$ cat config.mk
export PLATFORM = sky130hd
export DESIGN_NAME = alu_arbiter
export DESIGN_NICKNAME = d
export VERILOG_FILES = /design/src/rtl/alu_pkg.sv /design/src/rtl/rr_pick.sv /design/src/rtl/alu_arbiter.sv
export SDC_FILE = /design/constraint.sdc
export NUM_CORES = 1
export LEC_CHECK = 0
export ABC_AREA = 1
export ABC_CLOCK_PERIOD_IN_PS = 3460
export BUFFER_PORTS_ARGS = -buffer_cell sky130_fd_sc_hd__buf_2
export CAP_MARGIN = 20
export CORE_AREA = 2 2 120 122
export CTS_BUF_LIST = sky130_fd_sc_hd__clkbuf_8
export CTS_CLUSTER_SIZE = 8
export DETAILED_ROUTE_END_ITERATION = 10
export DIE_AREA = 0 0 122 124
export MAX_ROUTING_LAYER = met4
export PLACE_DENSITY = 0.75
export REMOVE_ABC_BUFFERS = 1
export SYNTH_ARGS = -nofsm -noshare
export SYNTH_HDL_FRONTEND = slang
export SYNTH_SLANG_ARGS = --single-unit
export TNS_END_PERCENT = 50
$ cat constraint.sdc
create_clock -name clk -period 3.46 [get_ports clk]
set_input_delay 0.692 -clock clk [delete_from_list [all_inputs] [get_ports clk]]
set_output_delay 0.692 -clock clk [all_outputs]
set_load 0.05 [all_outputs]
$ cat src/rtl/alu_pkg.sv
// Shared types and constants for the ALU arbiter: FSM states, opcode encodings
// and default operand/opcode widths.
package alu_pkg;

  localparam int DEF_DATA_W = 32;
  localparam int DEF_OPT_W  = 4;

  localparam logic [3:0] ALU_ADD = 4'd0;
  localparam logic [3:0] ALU_SUB = 4'd1;
  localparam logic [3:0] ALU_AND = 4'd2;
  localparam logic [3:0] ALU_OR  = 4'd3;
  localparam logic [3:0] ALU_XOR = 4'd4;

  typedef enum logic [1:0] {
    ARB_IDLE,
    ARB_EXEC,
    ARB_DONE
  } arb_state_t;

  // Index width for n requesters, never narrower than one bit.
  function automatic int id_width(input int n);
    return (n > 1) ? $clog2(n) : 1;
  endfunction

endpackage

$ cat src/rtl/rr_pick.sv
// Round-robin picker: first asserted request after position `last`,
// wrapping modulo N. Purely combinational.
module rr_pick
  import alu_pkg::*;
#(
  parameter int N = 2,
  localparam int ID_W = id_width(N)
) (
  input  logic [N-1:0]    req,
  input  logic [ID_W-1:0] last,
  output logic [N-1:0]    gnt_onehot,
  output logic [ID_W-1:0] gnt_idx,
  output logic            any
);

  logic [ID_W-1:0] pos;

  always_comb begin
    gnt_onehot = '0;
    gnt_idx    = '0;
    any        = 1'b0;
    pos        = '0;
    // Offsets 1..N so the previous winner is considered last.
    for (int k = 1; k <= N; k++) begin
      pos = ID_W'((int'(last) + k) % N);
      if (!any && req[pos]) begin
        any             = 1'b1;
        gnt_onehot[pos] = 1'b1;
        gnt_idx         = pos;
      end
    end
  end

endmodule

$ cat src/rtl/alu_arbiter.sv
// Shares one combinational ALU among NUM_REQ requesters with round-robin
// grant, one operation in flight, and a registered result held until taken.
module alu_arbiter
  import alu_pkg::*;
#(
  parameter int NUM_REQ = 2,
  parameter int DATA_W  = DEF_DATA_W,
  parameter int OPT_W   = DEF_OPT_W,
  localparam int ID_W   = id_width(NUM_REQ)
) (
  input  logic                       clk,
  input  logic                       reset,
  input  logic [NUM_REQ-1:0]         req_valid,
  output logic [NUM_REQ-1:0]         req_ready,
  input  logic [NUM_REQ*OPT_W-1:0]   req_opt,
  input  logic [NUM_REQ*DATA_W-1:0]  req_a,
  input  logic [NUM_REQ*DATA_W-1:0]  req_b,
  output logic                       resp_valid,
  input  logic                       resp_ready,
  output logic [ID_W-1:0]            resp_id,
  output logic [DATA_W-1:0]          resp_out,
  output logic                       resp_zero,
  output logic                       resp_negative,
  output logic                       resp_carry,
  output logic [OPT_W-1:0]           alu_opt,
  output logic [DATA_W-1:0]          alu_a,
  output logic [DATA_W-1:0]          alu_b,
  input  logic [DATA_W-1:0]          alu_out,
  input  logic                       alu_zero,
  input  logic                       alu_negative,
  input  logic                       alu_carry,
  output logic                       busy
);

  // Handshake: a transfer happens on a side exactly in the cycle where both
  // valid and ready are high at the rising edge; ready never waits on anything
  // but the current valids and FSM state, and a request not yet accepted may
  // be withdrawn freely.
  arb_state_t          state_q;
  logic [ID_W-1:0]     last_q, id_q;
  logic [OPT_W-1:0]    opt_q;
  logic [DATA_W-1:0]   a_q, b_q, out_q;
  logic                zero_q, neg_q, carry_q, valid_q, busy_q;

  logic [NUM_REQ-1:0]  pick_onehot;
  logic [ID_W-1:0]     pick_idx;
  logic                pick_any;
  logic                accept;

  rr_pick #(.N(NUM_REQ)) u_pick (
    .req        (req_valid),
    .last       (last_q),
    .gnt_onehot (pick_onehot),
    .gnt_idx    (pick_idx),
    .any        (pick_any)
  );

  assign req_ready = (state_q == ARB_IDLE && !reset && pick_any) ? pick_onehot : '0;
  assign accept    = |(req_valid & req_ready);

  always_ff @(posedge clk or posedge reset) begin
    if (reset) begin
      state_q <= ARB_IDLE;
      last_q  <= ID_W'(NUM_REQ - 1);
      id_q    <= '0;
      opt_q   <= '0;
      a_q     <= '0;
      b_q     <= '0;
      out_q   <= '0;
      zero_q  <= 1'b0;
      neg_q   <= 1'b0;
      carry_q <= 1'b0;
      valid_q <= 1'b0;
      busy_q  <= 1'b0;
    end else begin
      case (state_q)
        ARB_IDLE: begin
          if (accept) begin
            opt_q   <= req_opt[int'(pick_idx)*OPT_W +: OPT_W];
            a_q     <= req_a[int'(pick_idx)*DATA_W +: DATA_W];
            b_q     <= req_b[int'(pick_idx)*DATA_W +: DATA_W];
            id_q    <= pick_idx;
            last_q  <= pick_idx;
            busy_q  <= 1'b1;
            state_q <= ARB_EXEC;
          end
        end
        ARB_EXEC: begin
          out_q   <= alu_out;
          zero_q  <= alu_zero;
          neg_q   <= alu_negative;
          carry_q <= alu_carry;
          valid_q <= 1'b1;
          state_q <= ARB_DONE;
        end
        ARB_DONE: begin
          if (resp_ready) begin
            valid_q <= 1'b0;
            busy_q  <= 1'b0;
            state_q <= ARB_IDLE;
          end
        end
        default: begin
          valid_q <= 1'b0;
          busy_q  <= 1'b0;
          state_q <= ARB_IDLE;
        end
      endcase
    end
  end

  // The ALU sees the latched operands at all times; outside EXEC its result is ignored.
  assign alu_opt       = opt_q;
  assign alu_a         = a_q;
  assign alu_b         = b_q;
  assign resp_valid    = valid_q;
  assign resp_id       = id_q;
  assign resp_out      = out_q;
  assign resp_zero     = zero_q;
  assign resp_negative = neg_q;
  assign resp_carry    = carry_q;
  assign busy          = busy_q;

endmodule

======== Word level (Yosys, flattened, before mapping) ========
Cells that the tools add are included.
operators by class
  shifts and indexed selects .............. 3
  magnitude comparators ................... 4
  multiplexer cells ....................... 22
  eq/ne operators ......................... 4
  bitwise logic cells ..................... 4
  reductions and logical operators ........ 13
  $add $sub $neg .......................... 2
  divide/modulo/power cells ............... 0
  $mul .................................... 0
operator list
  kind                   number
  $shiftx A64 B7 Y32     2
  $mux W1                12
  $mux W2                5
  $shiftx A8 B4 Y4       1
  $pmux W1 S3            2
  $pmux W2 S3            1
  $reduce_and A2 Y1      3
  $logic_and A1 B1 Y1    5
  $lt A1 B2 Y1 const B   2
  $ne A2 B2 Y1 const B   2
  $reduce_and A3 Y1      1
  $add A1 B1 Y1 const B  2
  $and A2 B2 Y2          1
  $demux W1 S1           2
  $eq A2 B1 Y1 const B   1
  $eq A2 B2 Y1 const B   1
  $ge A1 B1 Y1 const B   2
  $logic_not A1 Y1       2
  $logic_not A2 Y1       1
  $not A1 Y1             2
  $or A2 B2 Y2           1
  $reduce_or A2 Y1       1
word-level totals
  input bits .............................. 176
  output and inout port bits .............. 108
  bits in latches ......................... 0
  register bits ........................... 109
  memories ................................ 0
  word-level logic and storage cells ...... 64
  memory bits (read-only) ................. 0
  bits in writable memories ............... 0

======== Longest topological paths before layout ========
Gate-level depths: netlist of run 1.
  word-level depth ........................ 13
  gate-level depth with buffers ........... 9
  gate-level depth less buffers ........... 6

======== Cells and area by module ========
From an unflattened synthesis of run 1, not the netlist that was laid out.
second synthesis, totals
  cell total of the unflattened synthesis .. 480
  area total of the unflattened synthesis .. 5082.4 sq um
modules (own cells, without submodules)
  module       sequential area each (sq um)  times used  cells an instance  area each (sq um)
  alu_arbiter  2728.9                        1           473                5052.3
  rr_pick      0.0                           1           7                  30.0

======== Least setup slack after synthesis of run 1 ========
No wires, ideal clock.
  path kind ............................... input to output
  start point ............................. in req_valid[1]
  end point ............................... out req_ready[0]
  setup slack ............................. 1.156 ns
  stages on the path ...................... 7
  data required time ...................... 2.768 ns
  arrival time ............................ 1.612 ns
  path buffers ............................ 2
  path through ............................ buf_2 inv_2 nor2_1 nor2_1 nand2_2 buf_2 inv_1
on the way
  longest elaborated chain between the ends .. 8
  elaborated cells on any way between the ends .. 13
  those cells by class .................... 9 x mux; 1 x bitwise; 3 x reduce/logical
RTL lines
  item                                        line               source
  start: declaration                          alu_arbiter.sv:13  input logic [NUM_REQ-1:0] req_valid,
  $mux W1 (not written as such) (2 in a row)  rr_pick.sv:26      if (!any && req[pos]) begin
  $mux W1                                     rr_pick.sv:26
  $logic_not A1 Y1                            rr_pick.sv:26
  $logic_and A1 B1 Y1                         rr_pick.sv:26
  $mux W1                                     rr_pick.sv:26
  $logic_and A1 B1 Y1                         alu_arbiter.sv:58  assign req_ready = (state_q == ARB_IDLE && !reset && pick_any) ? pick_onehot : '0;
  $mux W2 (*)                                 alu_arbiter.sv:58
  end: declaration                            alu_arbiter.sv:14  output logic [NUM_REQ-1:0] req_ready,
Every way passes the cells marked *; elsewhere a longest branch is shown, timed or not. The select of a mux whose other input is x is not followed.

======== Final worst setup path of run 1 ========
  start point ............................. reg last_q
  end point ............................... out req_ready[1]
on the way
  longest elaborated chain between the ends .. 9
  elaborated cells on any way between the ends .. 25
  those cells by class .................... 2 x add/sub; 4 x order compare; 13 x mux; 1 x bitwise; 5 x reduce/logical
RTL lines
  item                                                                         line                              source
  start: declaration                                                           alu_arbiter.sv:40                 logic [ID_W-1:0] last_q, id_q;
  start signal: assignment                                                     alu_arbiter.sv:64                 last_q <= ID_W'(NUM_REQ - 1);
  start signal: assignment                                                     alu_arbiter.sv:83                 last_q <= pick_idx;
  $add A1 B1 Y1                                                                rr_pick.sv:25                     pos = ID_W'((int'(last) + k) % N);
  $lt A1 B2 Y1 (not written as such), or another cell as far along             rr_pick.sv:28                     gnt_onehot[pos] = 1'b1;
  $logic_and A1 B1 Y1 (not written as such) / $mux W1 (equally long branches)  rr_pick.sv:28, rr_pick.sv:26
  $mux W1, on equally long branches                                            rr_pick.sv:28, rr_pick.sv:26
  $demux W1 S1 / $logic_not A1 Y1 (equally long branches)                      n/a
  $mux W2 / $logic_and A1 B1 Y1 (equally long branches)                        rr_pick.sv:26
  $or A2 B2 Y2 (no line) / $mux W1 (equally long branches)                     n/a
  $mux W2 / $logic_and A1 B1 Y1 (equally long branches)                        rr_pick.sv:26, alu_arbiter.sv:58
  $mux W2 (*)                                                                  alu_arbiter.sv:58
Marks and branches as above.

==> flow_summary.ini, run 1 <==
[setup_path]
r2r_setup_slack_ps = 1190
crit_type = register to output pin
cp-end-kind = output pin
startpoint_type = register
worstRegToRegCells = 7
timing.rr.end = alu_b[6]$_DFFE_PP0P_
critPathMaxFanout = 26
crit_arrival_ps = 1880
worstPathRequired_ps = 2770
critPathCapture = req_ready[1]
r2r-start = last_q$_DFFE_PP1P_
cp-startpoint = last_q$_DFFE_PP1P_

[power_and_ir_drop]
power.switching_uw = 4127
clkPwrFrac_pct = 11.3
p_seq_share_pct = 29.7
leakage_uw = 0.004308
vdd_drop_max_uv = 440.4
combPwrFrac_pct = 59.0
p_sw_share_pct = 56.17
internal_power_uw = 3220
pwr_density_cell_mw_per_mm2 = 1039

[hold_path]
worst_hold_path_type = register to register
min_path_cells = 2

[grt]
grt_pass1_vias = 5177
antenna_found_initial = 0
grt.total_usage_pct = 22.09
grt_max_degree = 73
grt-ovfl-total = 0
grt_pass1_wl_mm = 25.59

[logic_synthesis]
yosysWarnings = 0
synthXorXnorAreaFrac_pct = 0
synth_cells = 716
yosys_register_bits = 109
syn_area_mm2 = 0.005386
synth.distinct_cells = 17
synthSimpleGateAreaFrac_pct = 42.97
synth_compound_area_share_pct = 0.09292
ys_seq_area_share_pct = 50.66
postSynthAreaPerCell_um2 = 7.523
synth_top_family_by_area = simple AND/OR/NAND/NOR gates
synth_fa_ha_area_share_pct = 0
yosys-mux-area-fraction_pct = 0

[clock_network]
cts.clk_slew.worst_paths_ps = 100
ctsLongestPathBuffers = 2
post-cts-setup-buffers = 0
numCtsBuffers = 9
insertion_delay_ps = 370
hold_buffers = 0
cts_resized = 0
clock-root-buffer = clkbuf_8
htreeDepth = 3
clock-sinks = 109
cts_tree = done

[route]
first_pass_iters = 5
vias = 5682
ant_nets = 0
wl_mm = 16.44
drtIter0Drc = 265
post-route-drc-count = 0
wl_per_cell_um = 14.29
viasPerCell = 4.937

[timing]
finalHoldViolCount = 0
period_share_pct = 74.27
fmax_ghz = 0.3892
min_period_ps = 2570
final.setup.tns_ps = 0
finalMaxSlewViolations = 0
finalWorstSetupSlack_ps = 890.4
fin_skew_ps = 17.89
rsz0062_at_grt = no
tightest_slew_ps = 801.3
relSlewSlack_pct = 46.58
hold_ws_ps = 473.8
setup_violations = 0

[finish]
finalNetCount = 1142
drive_gt1_share_pct = 33.68
area_delta_synth_final_pct = 31.24
finish.utilization_pct = 51.53
diodes = 0
fin_area_mm2 = 0.007069

[die]
rows = 43
core-area_mm2 = 0.01372
pin_count = 284
initial_core_util_pct = 39.26
die_y_um = 124
die_x_um = 122
die_area_mm2 = 0.01513

[placement]
place.gp.congestion = 0.7600
portBuffers = 283
hpwl_mm = 11.50
post-place-ws_ps = 960.5
place_area_mm2 = 0.006853

[job]
cap_violations = 0

[status]
status = completed
==> cell families after synthesis <==
logic type,Yosys count
DFF,109
AOI/OAI and AO/OA,1
and+or+nand+nor,538
buffers and inverters,68
==> how the worst min path moves through the flow <==
| stage | start | to | slack [ps] |
|---|---|---|---|
| 4_1_cts | resp_out[2]$_DFFE_PP0P_ | resp_out[2]$_DFFE_PP0P_ | 480 |
| 2_1_floorplan | last_q$_DFFE_PP1P_ | last_q$_DFFE_PP1P_ | 470 |
| 5_1_grt | resp_out[15]$_DFFE_PP0P_ | resp_out[15]$_DFFE_PP0P_ | 500 |
| 3_5_place_dp | resp_negative$_DFFE_PP0P_ | resp_negative$_DFFE_PP0P_ | 450 |
| 3_3_place_gp | resp_out[22]$_DFFE_PP0P_ | resp_out[22]$_DFFE_PP0P_ | 450 |
| 6_report | resp_out[2]$_DFFE_PP0P_ | resp_out[2]$_DFFE_PP0P_ | 470 |
==> cells in the final DEF (no fill, tap or decap), types with 2 or more instances in the layout <==
master	instances
nand2_1	319
clkbuf_8	11
nand2_2	5
nand3_1	205
inv_1	5
buf_2	283
buf_12	2
dfrtp_1	108
inv_6	2
buf_4	10
inv_2	6
clkinv_4	2
nor2_1	6
==> power by group through the flow <==
stage	Combinational, µW	Clock [µW]	Sequential [µW]
2_1_floorplan	1150	0	4190
3_3_place_gp	4320	0	2190
3_5_place_dp	4380	0	2190
4_1_cts	4370	860	2180
5_1_grt	4650	909	2250
6_report	4330	831	2180
==> synthesized netlist by cell type <==
library cell    n  share of area, %
buf_6           4              0.84
o21ai_0         1             0.093
nand2_1       319                22
dfrtp_1       108                50
dfstp_2         1              0.49
nand2_4         1              0.21
buf_2          30               2.8
nand3_1       205                19
buf_1           4              0.28
clkbuf_1       14              0.98
nor2_1          6              0.42
buf_4           4              0.56
nand2_2         5              0.58
inv_2           6              0.42
nor2_2          1              0.12
nor2_8          1              0.37
inv_1           6              0.42
==> cell type report <==
cell class | instances | area [µm²]
flip-flops and latches | 109 | 2729
inverters | 12 | 47.55
clock buffers | 11 | 151.4
fillers | 1380 | 6650
clock inverters | 5 | 65.06
well taps | 180 | 225.2
multi-input cells | 539 | 2320
repair buffers | 295 | 1531
==> critical path, cell delays in order (launching register included) <==
cell	delay, ps
dfstp_2	600
nand2_2	360
nand2_2	200
inv_2	60
nand2_4	60
inv_1	40
buf_2	200
==> registers in the layout (all words and copies together) (netlist names) <==
| register | flops |
|---|---|
| resp_out | 32 |
| resp_zero | 1 |
| alu_opt | 4 |
| alu_a | 32 |
| resp_valid | 1 |
| resp_carry | 1 |
| busy | 1 |
| alu_b | 32 |
| resp_negative | 1 |
| last_q | 1 |
| state_q | 2 |
| resp_id | 1 |
==> routing by layer <==
layer  GRT usage (%)  wire length [µm]  vias up
li1                -                 -     2804
met1           28.88              7321     2595
met2           35.58              7597      261
met3           3.892              1256       22
met4           6.250               269        0
met5               -                 0        -
==> per-stage QoR <==
step           power, µW  instances
2_1_floorplan       5342        660
3_3_place_gp        6513       1135
3_5_place_dp        6565       1135
4_1_cts             7414       1151
5_1_grt             7807       1151
6_report            7347       1151
Note: power is estimated with default switching activity, not from simulation.
==> run 2, diff against run 1 <==
ABC_CLOCK_PERIOD_IN_PS = 2150   (was 3460)
clock period = 2.15 ns   (was 3.46 ns; I/O delays follow)
==> flow_summary.ini, run 2 (same netlist as run 1, synthesis figures left out) <==
[die]
die_x_um = 122
core-area_mm2 = 0.01372
die_y_um = 124
die_area_mm2 = 0.01513
pin_count = 284
initial_core_util_pct = 39.26
rows = 43

[finish]
drive_gt1_share_pct = 33.50
diodes = 0
final_common_cell = nand2_1
fin_area_mm2 = 0.007077
area_delta_synth_final_pct = 31.38
final_cell_mix = nand2_1 (319), buf_2 (282), nand3_1 (205)
finalNetCount = 1144

[placement]
portBuffers = 283
place_area_mm2 = 0.006873
hpwl_mm = 11.32
place.gp.congestion = 0.7772

[setup_path]
max_stage_delay_ps = 580
critPathMaxFanout = 5
crit_arrival_ps = 1650
crit_path_top_delay_cell = dfstp_2
cpMostUsedCell = nor2_1
crit_type = register to output pin
startpoint_type = register
worstPathRequired_ps = 1720
critical_path_buf_inv_count = 2
path_cells = nor2_1 -> nor2_1 -> nand2_2 -> inv_1 -> clkbuf_4
cp-end-kind = output pin
critPathTopFamily = flip-flops
r2r_setup_slack_ps = 290

[grt]
grt.total_usage_pct = 21.90
grt_max_degree = 110
antenna_found_initial = 0
grt_pass1_wl_mm = 25.36
grt_pass1_vias = 5123
grt-ovfl-total = 0

[timing]
hold_ws_ps = 240.2
finalMaxSlewViolations = 0
final.setup.tns_ps = 0
fmax_ghz = 0.4812
finalHoldViolCount = 0
setup_violations = 0
rsz0062_at_grt = no
relSlewSlack_pct = 59.24
min_period_ps = 2078
period_share_pct = 96.65
tightest_slew_ps = 611.4
fin_skew_ps = 10.62

[route]
drtIter0Drc = 292
post-route-drc-count = 0
ant_nets = 0
viasPerCell = 4.926
wl_mm = 16.45
vias = 5680
wl_per_cell_um = 14.27
first_pass_iters = 5

[power_and_ir_drop]
vdd_drop_max_uv = 720.0
report.power.total_uw = 11750
leakage_uw = 0.004316
pwr_density_cell_mw_per_mm2 = 1660

[clock_network]
htreeDepth = 3
cts_tree = done
insertion_delay_ps = 370
clock-root-buffer = clkbuf_8
ctsLongestPathBuffers = 2
clock-sinks = 109
numCtsBuffers = 9
cts.clk_slew.worst_paths_ps = 100

[status]
status = completed

[hold_path]
worst_hold_path_type = input pin to asynchronous set/reset pin

[job]
cap_violations = 0
[run 2: cell count changes in the layout (fill, tap and decap cells not counted)]
cell	previous run	this run
buf_4	10	11
clkinv_4	2	0
buf_2	283	282
buf_12	2	3
clkbuf_4	0	1
inv_6	2	0
clkbuf_8	11	10
inv_1	5	8
clkinvlp_4	0	2
[run 2: area by class of cell]
class	instances	area, µm²
sequential	109	2729
clock buffer	10	137.6
inverter	12	47.55
tap	180	225.2
fill	1366	6643
multi-input combinational	539	2320
timing repair buffer	297	1562
clock inverter	6	56.30
[run 2: per-stage QoR]
stage / util (%) / std cells / setup slack [ps]
CTS: 51.51 / 1152 / 5.383
global placement: 50.10 / 1136 / 355.5
detailed placement: 50.10 / 1136 / 323.5
floorplan: - / 660 / -1152
finish: 51.58 / 1153 / 72.01
global route: 51.58 / 1153 / 24.89
[run 2: power breakdown]
group          internal, µW  switching, µW  leakage [µW]
sequential             3000            526       0.00136
combinational          1570           5410       0.00285
clock                   559            679      0.000102
total                  5140           6610       0.00432
[run 2: worst paths after layout]
kind	from	to	cells past startpoint
worst max register to register	state_q[1]$_DFFE_PP0P_	alu_a[13]$_DFFE_PP0P_	7
max in group asynchronous	reset	resp_out[23]$_DFFE_PP0P_	3
min in group clk	alu_out[31]	resp_out[31]$_DFFE_PP0P_	3
worst max-delay path	last_q$_DFFE_PP1P_	req_ready[0]	5
worst min register to register	resp_id$_DFFE_PP0P_	resp_id$_DFFE_PP0P_	2
worst min-delay path	reset	resp_out[18]$_DFFE_PP0P_	3
[run 2: tightest hold or removal path: stages]
cell	delay (ps)
buf_2	160
inv_4	70
buf_12	410
[run 2: timing repair]
item,in CTS,in global routing
setup buffers,0,1
resized for setup,0,1
hold buffers,0,0
endpoints found under the setup margin,0,2
[run 2: metal layers]
layer | vias up | wire length (µm) | global-route usage (%)
li1 | 2809 | - | -
met1 | 2572 | 7259 | 28.94
met2 | 278 | 7540 | 34.18
met3 | 21 | 1358 | 3.800
met4 | 0 | 295 | 7.759
met5 | - | 0 | -
